<file path="config.mk">
export PLATFORM = sky130hd
export DESIGN_NAME = pid_core_param
export DESIGN_NICKNAME = d
export VERILOG_FILES = /design/src/rtl/pid_core_param.sv
export SDC_FILE = /design/constraint.sdc
export NUM_CORES = 1
export LEC_CHECK = 0
export ABC_AREA = 1
export BUFFER_PORTS_ARGS = -buffer_cell sky130_fd_sc_hd__buf_4
export CAP_MARGIN = 10
export CORE_MARGIN = 10
export CORE_UTILIZATION = 60
export DETAILED_ROUTE_END_ITERATION = 8
export PLACE_DENSITY = 0.78
export SLEW_MARGIN = 20
export SYNTH_ARGS = -nofsm -noshare
export SYNTH_HDL_FRONTEND = slang
export SYNTH_SLANG_ARGS = --single-unit
export TNS_END_PERCENT = 50
</file>
<file path="constraint.sdc">
create_clock -name clk -period 11.3 [get_ports clk]
set_input_delay 1.13 -clock clk [delete_from_list [all_inputs] [get_ports clk]]
set_output_delay 1.13 -clock clk [all_outputs]
set_load 0.05 [all_outputs]
</file>
<file path="src/rtl/pid_core_param.sv">
// Multi-cycle PID core: one shared signed multiplier steps through P, I and D terms per sample.
// Define PID_ANTIWINDUP_EN to enable conditional integration while the output is saturated.
module pid_core_param #(
    parameter int DATA_W = 8,
    parameter int GAIN_W = 8,
    parameter int FRAC_W = 4,
    parameter int ACC_W  = 16
) (
    input  logic              clk,
    input  logic              rst_n,
    input  logic              start,
    input  logic              clear,
    input  logic [DATA_W-1:0] setpoint,
    input  logic [DATA_W-1:0] feedback,
    input  logic [GAIN_W-1:0] kp,
    input  logic [GAIN_W-1:0] ki,
    input  logic [GAIN_W-1:0] kd,
    output logic [DATA_W-1:0] control_signal,
    output logic              out_valid,
    output logic              busy
);

    localparam int E_W = DATA_W + 1;
    localparam int D_W = DATA_W + 2;
    localparam int M_W = GAIN_W + ACC_W + 1;
    localparam int A_W = GAIN_W + ACC_W + 3;

`ifdef PID_ANTIWINDUP_EN
    localparam bit AW_EN = 1'b1;
`else
    localparam bit AW_EN = 1'b0;
`endif

    localparam logic signed [ACC_W:0]   INT_MAX = {2'b00, {(ACC_W-1){1'b1}}};
    localparam logic signed [ACC_W:0]   INT_MIN = {2'b11, {(ACC_W-2){1'b0}}, 1'b1};
    localparam logic signed [A_W-1:0]   OUT_MAX = {{(A_W-DATA_W){1'b0}}, {DATA_W{1'b1}}};

    typedef enum logic [2:0] {IDLE, ERR, MP, MI, MD, OUT} state_t;

    state_t state, state_next;

    logic [DATA_W-1:0]        sp_q, fb_q;
    logic [GAIN_W-1:0]        kp_q, ki_q, kd_q;
    logic signed [E_W-1:0]    e_q, e_prev;
    logic signed [D_W-1:0]    d_q;
    logic signed [ACC_W-1:0]  integral;
    logic signed [A_W-1:0]    acc;
    logic                     sat_hi, sat_lo, clear_pend;

    logic signed [E_W-1:0]    e_new;
    logic signed [D_W-1:0]    d_new;
    logic signed [ACC_W:0]    int_sum;
    logic signed [ACC_W-1:0]  int_next;
    logic                     hold;
    logic [GAIN_W-1:0]        gain_sel;
    logic signed [ACC_W-1:0]  mul_sel;
    logic signed [M_W-1:0]    gain_ext, mul_ext, product;
    logic signed [A_W-1:0]    prod_ext, y;
    logic [DATA_W-1:0]        cs_next;

    always_ff @(posedge clk or negedge rst_n) begin
        if (!rst_n) state <= IDLE;
        else        state <= state_next;
    end

    always_comb begin
        state_next = state;
        case (state)
            IDLE:    if (start) state_next = ERR;
            ERR:     state_next = MP;
            MP:      state_next = MI;
            MI:      state_next = MD;
            MD:      state_next = OUT;
            OUT:     state_next = IDLE;
            default: state_next = IDLE;
        endcase
    end

    always_comb begin
        busy = (state != IDLE);
    end

    assign e_new   = $signed({1'b0, sp_q}) - $signed({1'b0, fb_q});
    assign d_new   = {{(D_W-E_W){e_new[E_W-1]}}, e_new} - {{(D_W-E_W){e_prev[E_W-1]}}, e_prev};
    assign int_sum = {integral[ACC_W-1], integral} + {{(ACC_W+1-E_W){e_new[E_W-1]}}, e_new};

    // Integrator holds only when pushing further into an already-saturated output.
    assign hold = AW_EN && ((sat_hi && !e_new[E_W-1] && (|e_new)) || (sat_lo && e_new[E_W-1]));

    always_comb begin
        int_next = int_sum[ACC_W-1:0];
        if (int_sum > INT_MAX)      int_next = INT_MAX[ACC_W-1:0];
        else if (int_sum < INT_MIN) int_next = INT_MIN[ACC_W-1:0];
    end

    always_comb begin
        gain_sel = '0;
        mul_sel  = '0;
        case (state)
            MP: begin
                gain_sel = kp_q;
                mul_sel  = {{(ACC_W-E_W){e_q[E_W-1]}}, e_q};
            end
            MI: begin
                gain_sel = ki_q;
                mul_sel  = integral;
            end
            MD: begin
                gain_sel = kd_q;
                mul_sel  = {{(ACC_W-D_W){d_q[D_W-1]}}, d_q};
            end
            default: ;
        endcase
    end

    assign gain_ext = {{(M_W-GAIN_W){1'b0}}, gain_sel};
    assign mul_ext  = {{(M_W-ACC_W){mul_sel[ACC_W-1]}}, mul_sel};
    assign product  = gain_ext * mul_ext;
    assign prod_ext = {{(A_W-M_W){product[M_W-1]}}, product};
    assign y        = acc >>> FRAC_W;

    always_comb begin
        cs_next = y[DATA_W-1:0];
        if (y[A_W-1])          cs_next = '0;
        else if (y > OUT_MAX)  cs_next = '1;
    end

    // A clear seen mid-sample is remembered and applied once that sample's result is out.
    always_ff @(posedge clk or negedge rst_n) begin
        if (!rst_n) begin
            sp_q           <= '0;
            fb_q           <= '0;
            kp_q           <= '0;
            ki_q           <= '0;
            kd_q           <= '0;
            e_q            <= '0;
            d_q            <= '0;
            e_prev         <= '0;
            integral       <= '0;
            acc            <= '0;
            sat_hi         <= 1'b0;
            sat_lo         <= 1'b0;
            clear_pend     <= 1'b0;
            control_signal <= '0;
            out_valid      <= 1'b0;
        end else begin
            out_valid <= (state == OUT);
            case (state)
                IDLE: begin
                    if (clear) begin
                        integral   <= '0;
                        e_prev     <= '0;
                        sat_hi     <= 1'b0;
                        sat_lo     <= 1'b0;
                        clear_pend <= 1'b0;
                    end
                    if (start) begin
                        sp_q <= setpoint;
                        fb_q <= feedback;
                        kp_q <= kp;
                        ki_q <= ki;
                        kd_q <= kd;
                    end
                end
                ERR: begin
                    e_q <= e_new;
                    d_q <= d_new;
                    if (!hold) integral <= int_next;
                    if (clear) clear_pend <= 1'b1;
                end
                MP: begin
                    acc <= prod_ext;
                    if (clear) clear_pend <= 1'b1;
                end
                MI, MD: begin
                    acc <= acc + prod_ext;
                    if (clear) clear_pend <= 1'b1;
                end
                OUT: begin
                    control_signal <= cs_next;
                    e_prev         <= e_q;
                    sat_hi         <= !y[A_W-1] && (y > OUT_MAX);
                    sat_lo         <= y[A_W-1];
                    if (clear || clear_pend) begin
                        integral   <= '0;
                        e_prev     <= '0;
                        sat_hi     <= 1'b0;
                        sat_lo     <= 1'b0;
                        clear_pend <= 1'b0;
                    end
                end
                default: ;
            endcase
        end
    end

endmodule

</file>
======== Yosys cells after proc, flatten, opt, wreduce, memory -nomap -nowiden ========
Index checks and enable logic that the tools add are counted.
word-level totals
  register bits after elaboration ......... 124
  bits in latches ......................... 0
  memory bits (writable) .................. 0
  bits in read-only memories .............. 0
  input port bits ......................... 44
  output and inout port bits .............. 10
  logic and storage cells ................. 63
  memories kept ........................... 0
operators by class
  add/sub/neg operators ................... 4
  multipliers ............................. 1
  div/mod/pow operators ................... 0
  order comparisons ....................... 3
  eq/ne operators ......................... 9
  shifts and indexed selects .............. 0
  muxes and demuxes ....................... 19
  bitwise logic cells ..................... 0
  reductions and logical operators ........ 13
operator list
  cell                                                              number
  case mux 16 bit (3 select lines)                                  2
  two-way mux 16 bit                                                4
  case mux 27 bit (2 select lines)                                  1
  adder 27 x 25 -> 27 bit                                           1
  multiplier 9 x 16 -> 25 bit                                       1
  case mux 8 bit (3 select lines)                                   1
  greater-than comparator 23 x 9 -> 1 bit (second input constant)   1
  two-way mux 9 bit                                                 2
  case mux 9 bit (2 select lines)                                   1
  adder 16 x 9 -> 17 bit                                            1
  greater-than comparator 17 x 16 -> 1 bit (second input constant)  1
  less-than comparator 17 x 16 -> 1 bit (second input constant)     1
  two-way mux 8 bit                                                 2
  case mux 3 bit (5 select lines)                                   1
  subtractor 9 x 9 -> 10 bit                                        1
  nonzero test 3 bit                                                3
  subtractor 8 x 8 -> 9 bit                                         1
  == test 3 x 2 -> 1 bit (second input constant)                    2
  == test 3 bit (second input constant)                             2
  inequality test 2 x 1 -> 1 bit (second input constant)            2
  inequality test 2 bit (second input constant)                     2
  AND reduction 2 bit                                               2
  AND reduction 4 bit                                               1
  nonzero test 2 bit                                                2
  9 further kinds                                                   11

======== Logic depth before layout (Yosys ltp) ========
Gate-level depths: netlist of the first run.
  word-level depth ........................ 6
  depth in mapped cells ................... 40

======== Worst setup path before layout of the first run ========
No wires, ideal clock.
  path kind ............................... register to register
  start ................................... register state[2]
  end ..................................... register acc[26]
  arrival ................................. 6.171 ns
  path slack .............................. 5.011 ns
  stages on the path, launching flop included .. 34
  clock period less this slack ............ 6.289 ns
  cell sequence ........................... dfrtp_1 > inv_2 > nand2_1 > nor2_2 > inv_1 > buf_2 > o221ai_1 > nand2_1 > fa_1 > inv_1 > fa_1 > fa_1 > inv_1 > fa_1 > inv_1 > ha_1 > a21oi_1 > o21ai_0 > a21oi_1 > inv_1 > a21oi_1 > xnor2_1 > ha_1 > a21oi_1 > o21ai_0 > o21bai_1 > inv_1 > nor2_1 > nor2_1 > nand3b_1 > nand3_1 > nand2_1 > nand3_1 > nand2_1
on the way
  longest elaborated chain between the ends .. 5
  elaborated cells on any way between the ends .. 10
  those cells by class .................... add/sub: 1; mul: 1; eq/ne: 3; mux: 3; reduce/logical: 2
ends and longest elaborated chain
  item                                                                                        RTL line  RTL
  start, declared                                                                             40        state_t state, state_next;
  start signal, assigned                                                                      63        else state <= state_next;
  == test 3 bit / == test 3 x 2 -> 1 bit (equally long branches)                              99, 148
  case mux 8 bit (3 select lines) / case mux 16 bit (3 select lines) (equally long branches)  99        case (state)
  multiplier 9 x 16 -> 25 bit                                                                 118       assign product = gain_ext * mul_ext;
  adder 27 x 25 -> 27 bit                                                                     176       acc <= acc + prod_ext;
  case mux 27 bit (2 select lines)                                                            148       case (state)
  end signal, assigned                                                                        172       acc <= prod_ext;
  end signal, assigned                                                                        176
  end, declared                                                                               47        logic signed [A_W-1:0] acc;
Parallel ways exist; a longest one is shown, timed or not.
A chain may end at the register's enable or synchronous reset.

======== Final worst setup path of the first run ========
  start ................................... register state[2]
  end ..................................... register acc[25]
The elaborated chain is that of the path after synthesis.

==> metrics, run 1 <==
synth unique cells 48; FILL cells 1848; Mean Syn Cell Area ~7.5 um2; CTS tree done; synth top area cells dfrtp_1 (23%), fa_1 (16%), nand2_1 (13%); CP max stage cell o221ai_1; total CTS buffers 17; minimum clock period approximately 8 ns; Post-Syn Instances approximately 1800; RSZ-0062 raised after global routing false; #FFs+latches synth 124; max-slew violations 0; DRT antenna net count 0; Die W 170 um; most numerous cell in the Yosys netlist nand2_1; Final GP Congestion 0.938; Final TNS setup 0 ns; # hold bufs at CTS 0; total global-route track usage around 25%; achievable frequency roughly 130 MHz; post-CTS setup buffers 0; top cell type by total area after synthesis dfrtp_1; TritonCTS Sinks ~120; vias per cell approximately 5.6; CP arrival roughly 8 ns; Clk Tree Root Cell clkbuf_16; largest net degree at the start of global routing 72; post-synthesis sequential area ratio a little under a quarter; Area growth, synth to finish 8.97%; Fin. Hold Viols 0; most frequent CP cell nand2_1; status completed; CP Capture Type register; crit start category register; Worst-path clk slew 0.06 ns; setup violators final 0; Die ar. 0.0288 mm2; data required time of the worst path 11.60 ns; Post-Syn Area between 0.01 and 0.015 mm2; number of synthesized flops with an enable pin 0; initial antenna violation count 0; FP Rows 54; CP max FO 21; DRT Wirelength 34700 um; first-pass GRT wire length ~59000 um; Synthesis Warnings 0; syn_nets between 2000 and 2500; CORE AREA roughly 0.022 mm2; Skew-Pair Late Insertion Delay 0.44 ns; ys async rst share between 90% and 100%; Tightest Hold Check Type register to register; Antenna Cells 0; fraction of final layout cells sized beyond drive strength 1 9.92%; routed length per instance about 16 um; Remaining DRCs 0; Setup CP Type register to register; Initial Utilization between 60% and 70%; CP max stage delay about 0.74 ns; post-DP HPWL 28000 um; nets@finish approximately 2100; 1st-pass router iterations 5; Die Span Y around 170 um; top cell type's share of synthesized area 23.1%; Worst R2R Setup Slack about 3.4 ns; Post-synth top cells nand2_1 (467), inv_1 (351), dfrtp_1 (124); CTS max path bufs 2; htree depth 4; I/O Pins 54; Vias 11800; clock skew around 0.020 ns; vias in the first global route between 10000 and 15000; IO buf count 53; max_slew headroom 30.4%; GRT overflow 0; Max-Cap Viols 0; Main synth FF type dfrtp_1; actual slew at the worst max-slew pin 1.04 ns; DR iter-0 viols 744; Resized cells post-CTS 0; Final period util between 60% and 70%
## per-stage QoR
step	setup WS [ns]	hold slack (ns)	std cells	area (um2)	utilization, %
after floorplan	5.01	0.442	1788	13400	-
after CTS	3.48	0.486	2124	14600	66.7
after global routing	2.88	0.497	2124	14600	66.7
after global placement	3.64	0.465	2093	14100	64.0
final	3.40	0.482	2124	14600	66.7
after detailed placement	3.52	0.471	2093	14100	64.0
## worst max-delay path: cells and delay by family, from the launching register on
| family | cells | cell delay (ns) |
|---|---|---|
| compound gates | 7 | 2.32 |
| xor+xnor | 1 | 0.23 |
| fa+ha+maj | 6 | 2.89 |
| buf+inv | 6 | 0.91 |
| flops | 1 | 0.43 |
| simple gates | 9 | 0.99 |
## routing by layer
layer	vias to the layer above	routed length [um]	GRT usage (%)
met5	-	0	0
met4	0	1130	9.84
met3	89	1880	4.35
met2	385	17600	45.0
met1	5624	14100	28.9
li1	5720	-	-
## kinds of logic after synthesis
group / after synthesis / synth area share (%)
XOR/XNOR: 44 / 2.92
flip-flops: 124 / 23.1
multiplexers: 32 / 2.68
AO/OA/AOI/OAI: 259 / 11.1
adder cells (fa/ha/maj): 220 / 26.4
buffers and inverters: 393 / 11.3
AND/OR/NAND/NOR: 716 / 22.5
## final timing paths
path                                        start                end  cells after the start
worst max-delay path                     state[2]            acc[25]                     29
worst min-delay path            control_signal[1]  control_signal[1]                      2
worst max register to register           state[2]            acc[25]                     29
worst min register to register  control_signal[1]  control_signal[1]                      2
max in group asynchronous                   rst_n            kd_q[4]                      2
min in group asynchronous                   rst_n  control_signal[5]                      1
## placed cells by master (no fill, tap or decap), drive strengths merged
cell      instances
a211oi            1
a21boi            8
a21o              5
a21oi            96
a221oi            1
a31o              3
a31oi            10
buf              57
bufinv            2
clkbuf           18
clkinv            7
clkinvlp          3
dfrtp           124
fa              106
ha              114
inv             362
mux2             32
nand2           485
nand3            80
nand3b            6
nand4            20
nor2            112
nor3              6
nor4              5
o211ai           14
o21a              1
o21ai            93
o21bai           14
o221a             1
o221ai            3
o22ai             9
or2               2
xnor2            18
xor2             26
## final cells by class
type                            count  area [um2]  area share [%]
Tap cell                          280         350            2.39
Timing Repair Buffer               57         428            2.92
Clock inverter                     13         144           0.983
Inverter                          361        1360            9.25
Sequential cell                   124        3100            21.2
Clock buffer                       18         439            3.00
Multi-Input combinational cell   1271        8820            60.3
## registers in the layout (all words and copies together) (netlist names)
name and count:
e_prev 9, control_signal 8, kd_q 8, clear_pend 1, integral 16, kp_q 8
state 3, d_q 10, e_q 9, sp_q 8, ki_q 8, acc 27
fb_q 8, out_valid 1
Power of run 1 is left out: the tool's default activity adds up to more than one toggle a clock period on the data nets, which glitch-free logic cannot reach.
==> inputs of run 2 (changes only) <==
Clock period 11.3 ns to 7.5 ns, I/O delays scaled along.
==> run 2 against run 1 <==
Fmax rose by 11%. Cell area rose by 3.5%. Via count grew 1.9%. Die area stayed put. Critical path depth grew 7. Clock skew fell by 0.0059 ns. Cell count increased by 2.3%. Global-route usage grew 0.27 points. Sequential share of layout area is 0.72 points lower. Critical path type unchanged.
==> metrics, run 2 (synthesis gave the netlist of run 1 again) <==
status completed; total CTS buffers 17 (unchanged); commonest cells after routing, fill and taps aside nand2_1 (463), inv_1 (349), dfrtp_1 (123); Fin. Hold Viols 0 (unchanged); CP max stage cell fa_1; Die W 170 um (unchanged); routed length per instance 16.7 um (+2.3%); Clk Tree Root Cell clkbuf_16; vias per cell 5.55 (-0.32%); FF/Latch Area 0.00310 mm2 (about the same); I/O Pins 54 (unchanged); Skew-Pair Late Insertion Delay 0.43 ns (about the same); vias in the first global route 12300 (-0.33%); Antenna Cells 0 (unchanged); Top reg by flops acc; Initial Utilization 61.2% (unchanged); Tightest Hold Check Type primary input to async pin; Top Registers acc (27), integral (16), d_q (10); # hold bufs at CTS 0 (unchanged); max-slew violations 0 (unchanged); setup violators final 0 (unchanged); htree depth 4 (unchanged); CP Capture Type register; Worst-path clk slew 0.07 ns (about the same); CORE AREA 0.0220 mm2 (unchanged); initial antenna violation count 0 (unchanged); max_slew headroom 27.4% (-3.0 points); Die Span Y 170 um (unchanged); DR iter-0 viols 916 (+23%); total global-route track usage 25.3% (+0.27 points); Area growth, synth to finish 12.8%; placed instance count 2128 (+1.7%); fraction of final layout cells sized beyond drive strength 1 13.7% (+3.8 points); IO buf count 53 (unchanged); GR Util met3 4.28% (-0.070 points); nets@finish 2144 (+2.3%); commonest non-fill, non-tap cell in the layout nand2_1; clock skew 0.0139 ns (-0.00592 ns); Vias 12000 (+1.9%); FILL cells 1836 (-0.65%); CP arrival 7.41 ns (-0.80 ns); largest net degree at the start of global routing 64 (-11%); CTS tree done; actual slew at the worst max-slew pin 1.09 ns (+0.0492 ns); Final GP Congestion 0.982 (+4.8%); 1st-pass router iterations 6 (+1); CTS max path bufs 2 (unchanged); Die ar. 0.0288 mm2 (unchanged); DRT antenna net count 0 (unchanged); first-pass GRT wire length 59700 um (+1.5%); DRT Wirelength 36300 um (+4.6%); FP Rows 54 (unchanged); data required time of the worst path 7.81 ns (-3.79 ns); minimum clock period 7.10 ns (-0.806 ns); Reg2Reg Depth 36 (+24%); post-DP HPWL 28600 um (+2.2%); Remaining DRCs 0 (unchanged); achievable frequency 141 MHz (+11%); crit start category register; Setup CP Type register to register; Final period util 94.6% (+25 points); TritonCTS Sinks 124 (unchanged); Max-Cap Viols 0 (unchanged); max FFs per register 27 (unchanged); CP max stage delay 0.55 ns (-0.19 ns); CP max FO 18 (-14%); Global Route met2 Usage 46.5% (+1.5 points); M1 GR Usage 29.3% (+0.43 points); Final Non-Filler Cells 2172 (+2.3%); Top Usage Layer GRT met2; area of the multi-input gates 0.00899 mm2 (+1.9%); GRT overflow 0 (unchanged)
-- run 2: routing by layer --
layer	wire, um	vias up
li1	-	5799
met1	14500	5798
met3	1950	73
met5	0	-
met2	18800	376
met4	1070	0
-- run 2: critical path, delay by kind of cell, from the launching register on --
| kind | cells | cell delay [ns] |
|---|---|---|
| adder cells (fa/ha/maj) | 6 | 2.85 |
| AND/OR/NAND/NOR | 13 | 1.39 |
| buffers and inverters | 11 | 1.24 |
| AO/OA/AOI/OAI | 5 | 0.82 |
| flip-flops | 1 | 0.40 |
| XOR/XNOR | 1 | 0.24 |
-- run 2: layout make-up --
type	count	share of cell area (%)
timing repair buffer	103	5.26
clock inverter	14	0.908
clock buffer	17	2.81
tap	280	2.31
sequential	124	20.5
inverter	361	8.94
multi-input combinational	1273	59.3
-- run 2: final timing paths --
check                                       start                end  slack [ns]
worst min-delay path                        rst_n  control_signal[3]        0.40
worst min register to register  control_signal[5]  control_signal[5]        0.48
worst max register to register           state[2]            acc[26]        0.40
max in group asynchronous                   rst_n           state[0]        5.69
min in group clk                control_signal[5]  control_signal[5]        0.48
worst max-delay path                     state[2]            acc[26]        0.40
-- run 2: repair_timing --
action	4_1_cts	5_1_grt
hold endpoints to repair	0	0
setup endpoints to repair	2	12
gates resized for setup	1	43
cloned	0	2
pin swaps	0	6
setup buffers	0	11
-- run 2: stage by stage --
stage / worst slack (ns) / instance area (um2) / util (%) / hold WS (ns) / setup TNS [ns]
4_1_cts: 0.0783 / 14900 / 67.8 / 0.436 / 0
5_1_grt: -0.0523 / 15200 / 69.0 / 0.480 / -0.0951
3_3_place_gp: -0.0286 / 14300 / 65.2 / 0.465 / -0.0286
3_5_place_dp: -0.0418 / 14300 / 65.2 / 0.467 / -0.0418
6_report: 0.401 / 15200 / 69.0 / 0.402 / 0
2_1_floorplan: 1.21 / 13400 / - / 0.442 / 0
Power of run 2 is left out for the same reason.
==> inputs of run 3 (changes only) <==
Settings changed: GPL_TIMING_DRIVEN from default to 0.
==> run 3 against run 2 <==
Sequential share of layout area about the same. Hold slack worse by 0.11 ns. Cell area grew 0.14%.
==> metrics, run 3 (synthesis gave the netlist of run 1 again) <==
htree depth 4 (unchanged); fraction of final layout cells sized beyond drive strength 1 13.2% (-0.46 points); largest net degree at the start of global routing 67 (+4.7%); vias per cell 5.61 (+1.1%); CP max stage delay 0.55 ns (about the same); Die Span Y 170 um (unchanged); Top reg by flops acc; I/O Pins 54 (unchanged); DRT Wirelength 36600 um (+0.76%); Clk Tree Root Cell clkbuf_16; setup violators final 0 (unchanged); commonest non-fill, non-tap cell in the layout nand2_1; max-slew violations 0 (unchanged); Skew-Pair Late Insertion Delay 0.44 ns (about the same); Top Registers acc (27), integral (16), d_q (10); Initial Utilization 61.2% (unchanged); Final GP Congestion 0.977 (-0.53%); Remaining DRCs 0 (unchanged); DR iter-0 viols 941 (+2.7%); GRT overflow 0 (unchanged); initial antenna violation count 0 (unchanged); placed instance count 2122 (-0.28%); actual slew at the worst max-slew pin 0.968 ns (-0.121 ns); Finished Cell Area 0.0152 mm2 (+0.14%); CP arrival 7.51 ns (+0.10 ns); FP Rows 54 (unchanged); Die W 170 um (unchanged); total global-route track usage 25.8% (+0.53 points); clock skew 0.0119 ns (-0.00201 ns); Setup CP Type register to register; CP Capture Type register; CTS max path bufs 2 (unchanged); data required time of the worst path 7.81 ns (about the same); Worst-path clk slew 0.07 ns (about the same); CTS tree done; Die ar. 0.0288 mm2 (unchanged); max_slew headroom 35.5% (+8.1 points); Max-Cap Viols 0 (unchanged); IO buf count 53 (unchanged); nets@finish 2141 (-0.14%); most frequent CP cell inv_1; achievable frequency 139 MHz (-1.3%); total CTS buffers 17 (unchanged); final core utilization 69.1% (+0.097 points); Vias 12200 (+1.0%); Tightest Hold Check Type primary input to async pin; CP max FO 8 (-10); vias in the first global route 12400 (+0.68%); crit start category register; Area growth, synth to finish 13.0%; Fin. Hold Viols 0 (unchanged); # hold bufs at CTS 0 (unchanged); Final Non-Filler Cells 2170 (-0.092%); Placed Area 0.0142 mm2 (-0.73%); Final period util 95.9% (+1.3 points); TritonCTS Sinks 124 (unchanged); CP max stage cell fa_1; Antenna Cells 0 (unchanged); post-DP HPWL 28900 um (+1.0%); routed length per instance 16.9 um (+0.85%); status completed; first-pass GRT wire length 60600 um (+1.5%); 1st-pass router iterations 7 (+1); commonest cells after routing, fill and taps aside nand2_1 (463), inv_1 (349), dfrtp_1 (124); minimum clock period 7.19 ns (+0.0947 ns); max FFs per register 27 (unchanged); CORE AREA 0.0220 mm2 (unchanged); DRT antenna net count 0 (unchanged)
run 3: changes by cell type in the layout (fill, tap and decap cells not counted), sizes merged:
cell      change
clkinvlp      +3
clkbuf       +15
nor2          -2
bufinv        +2
buf          -15
clkinv        -5
run 3: critical path: cells and delay by family (launching register included):
family          cells  cell delay (ns)
compound gates      8             1.68
buf+inv             7             0.80
fa+ha+maj           6             2.75
flops               1             0.43
xor+xnor            1             0.18
simple gates        8             1.24
run 3: worst paths after layout:
| path | from | depth (start not counted) | slack, ns | to |
|---|---|---|---|---|
| worst min register to register | d_q[1] | 2 | 0.48 | d_q[1] |
| worst max register to register | state[2] | 30 | 0.31 | acc[22] |
| min in group clk | d_q[1] | 2 | 0.48 | d_q[1] |
| worst max-delay path | state[2] | 30 | 0.31 | acc[22] |
| worst min-delay path | rst_n | 1 | 0.29 | control_signal[5] |
| max in group asynchronous | rst_n | 2 | 6.46 | kd_q[3] |
run 3: stage by stage:
step           worst slack, ns  TNS (ns)  hold slack [ns]
4_1_cts                 0.0179         0            0.306
6_report                 0.307         0            0.288
3_3_place_gp            -0.205    -0.327            0.459
2_1_floorplan             1.21         0            0.442
5_1_grt                -0.0255   -0.0573            0.335
3_5_place_dp            -0.257    -0.767            0.463
run 3: cell type report:
| class | count | area (um2) |
|---|---|---|
| well taps | 280 | 350 |
| flip-flops and latches | 124 | 3100 |
| clock inverters | 14 | 183 |
| repair buffers | 70 | 549 |
| multi-input cells | 1271 | 9020 |
| fillers | 1774 | 6780 |
| clock buffers | 18 | 429 |
| plain buffers | 32 | 189 |
| inverters | 361 | 1360 |
run 3: metal layers:
metal	share of wire (%)	track usage, %	up-vias	wire, um
met1	41	31.1	5835	15000
met3	6.3	4.79	101	2300
met5	0	0	-	0
met4	3.8	10.6	0	1380
met2	49	44.5	435	17900
li1	-	-	5801	-
run 3: repair_timing:
item / in CTS / in global routing
resized for setup: 5 / 55
buffers inserted: 2 / 14
pin swaps: 1 / 9
setup endpoints to repair: 8 / 16
Power of run 3 is left out for the same reason.
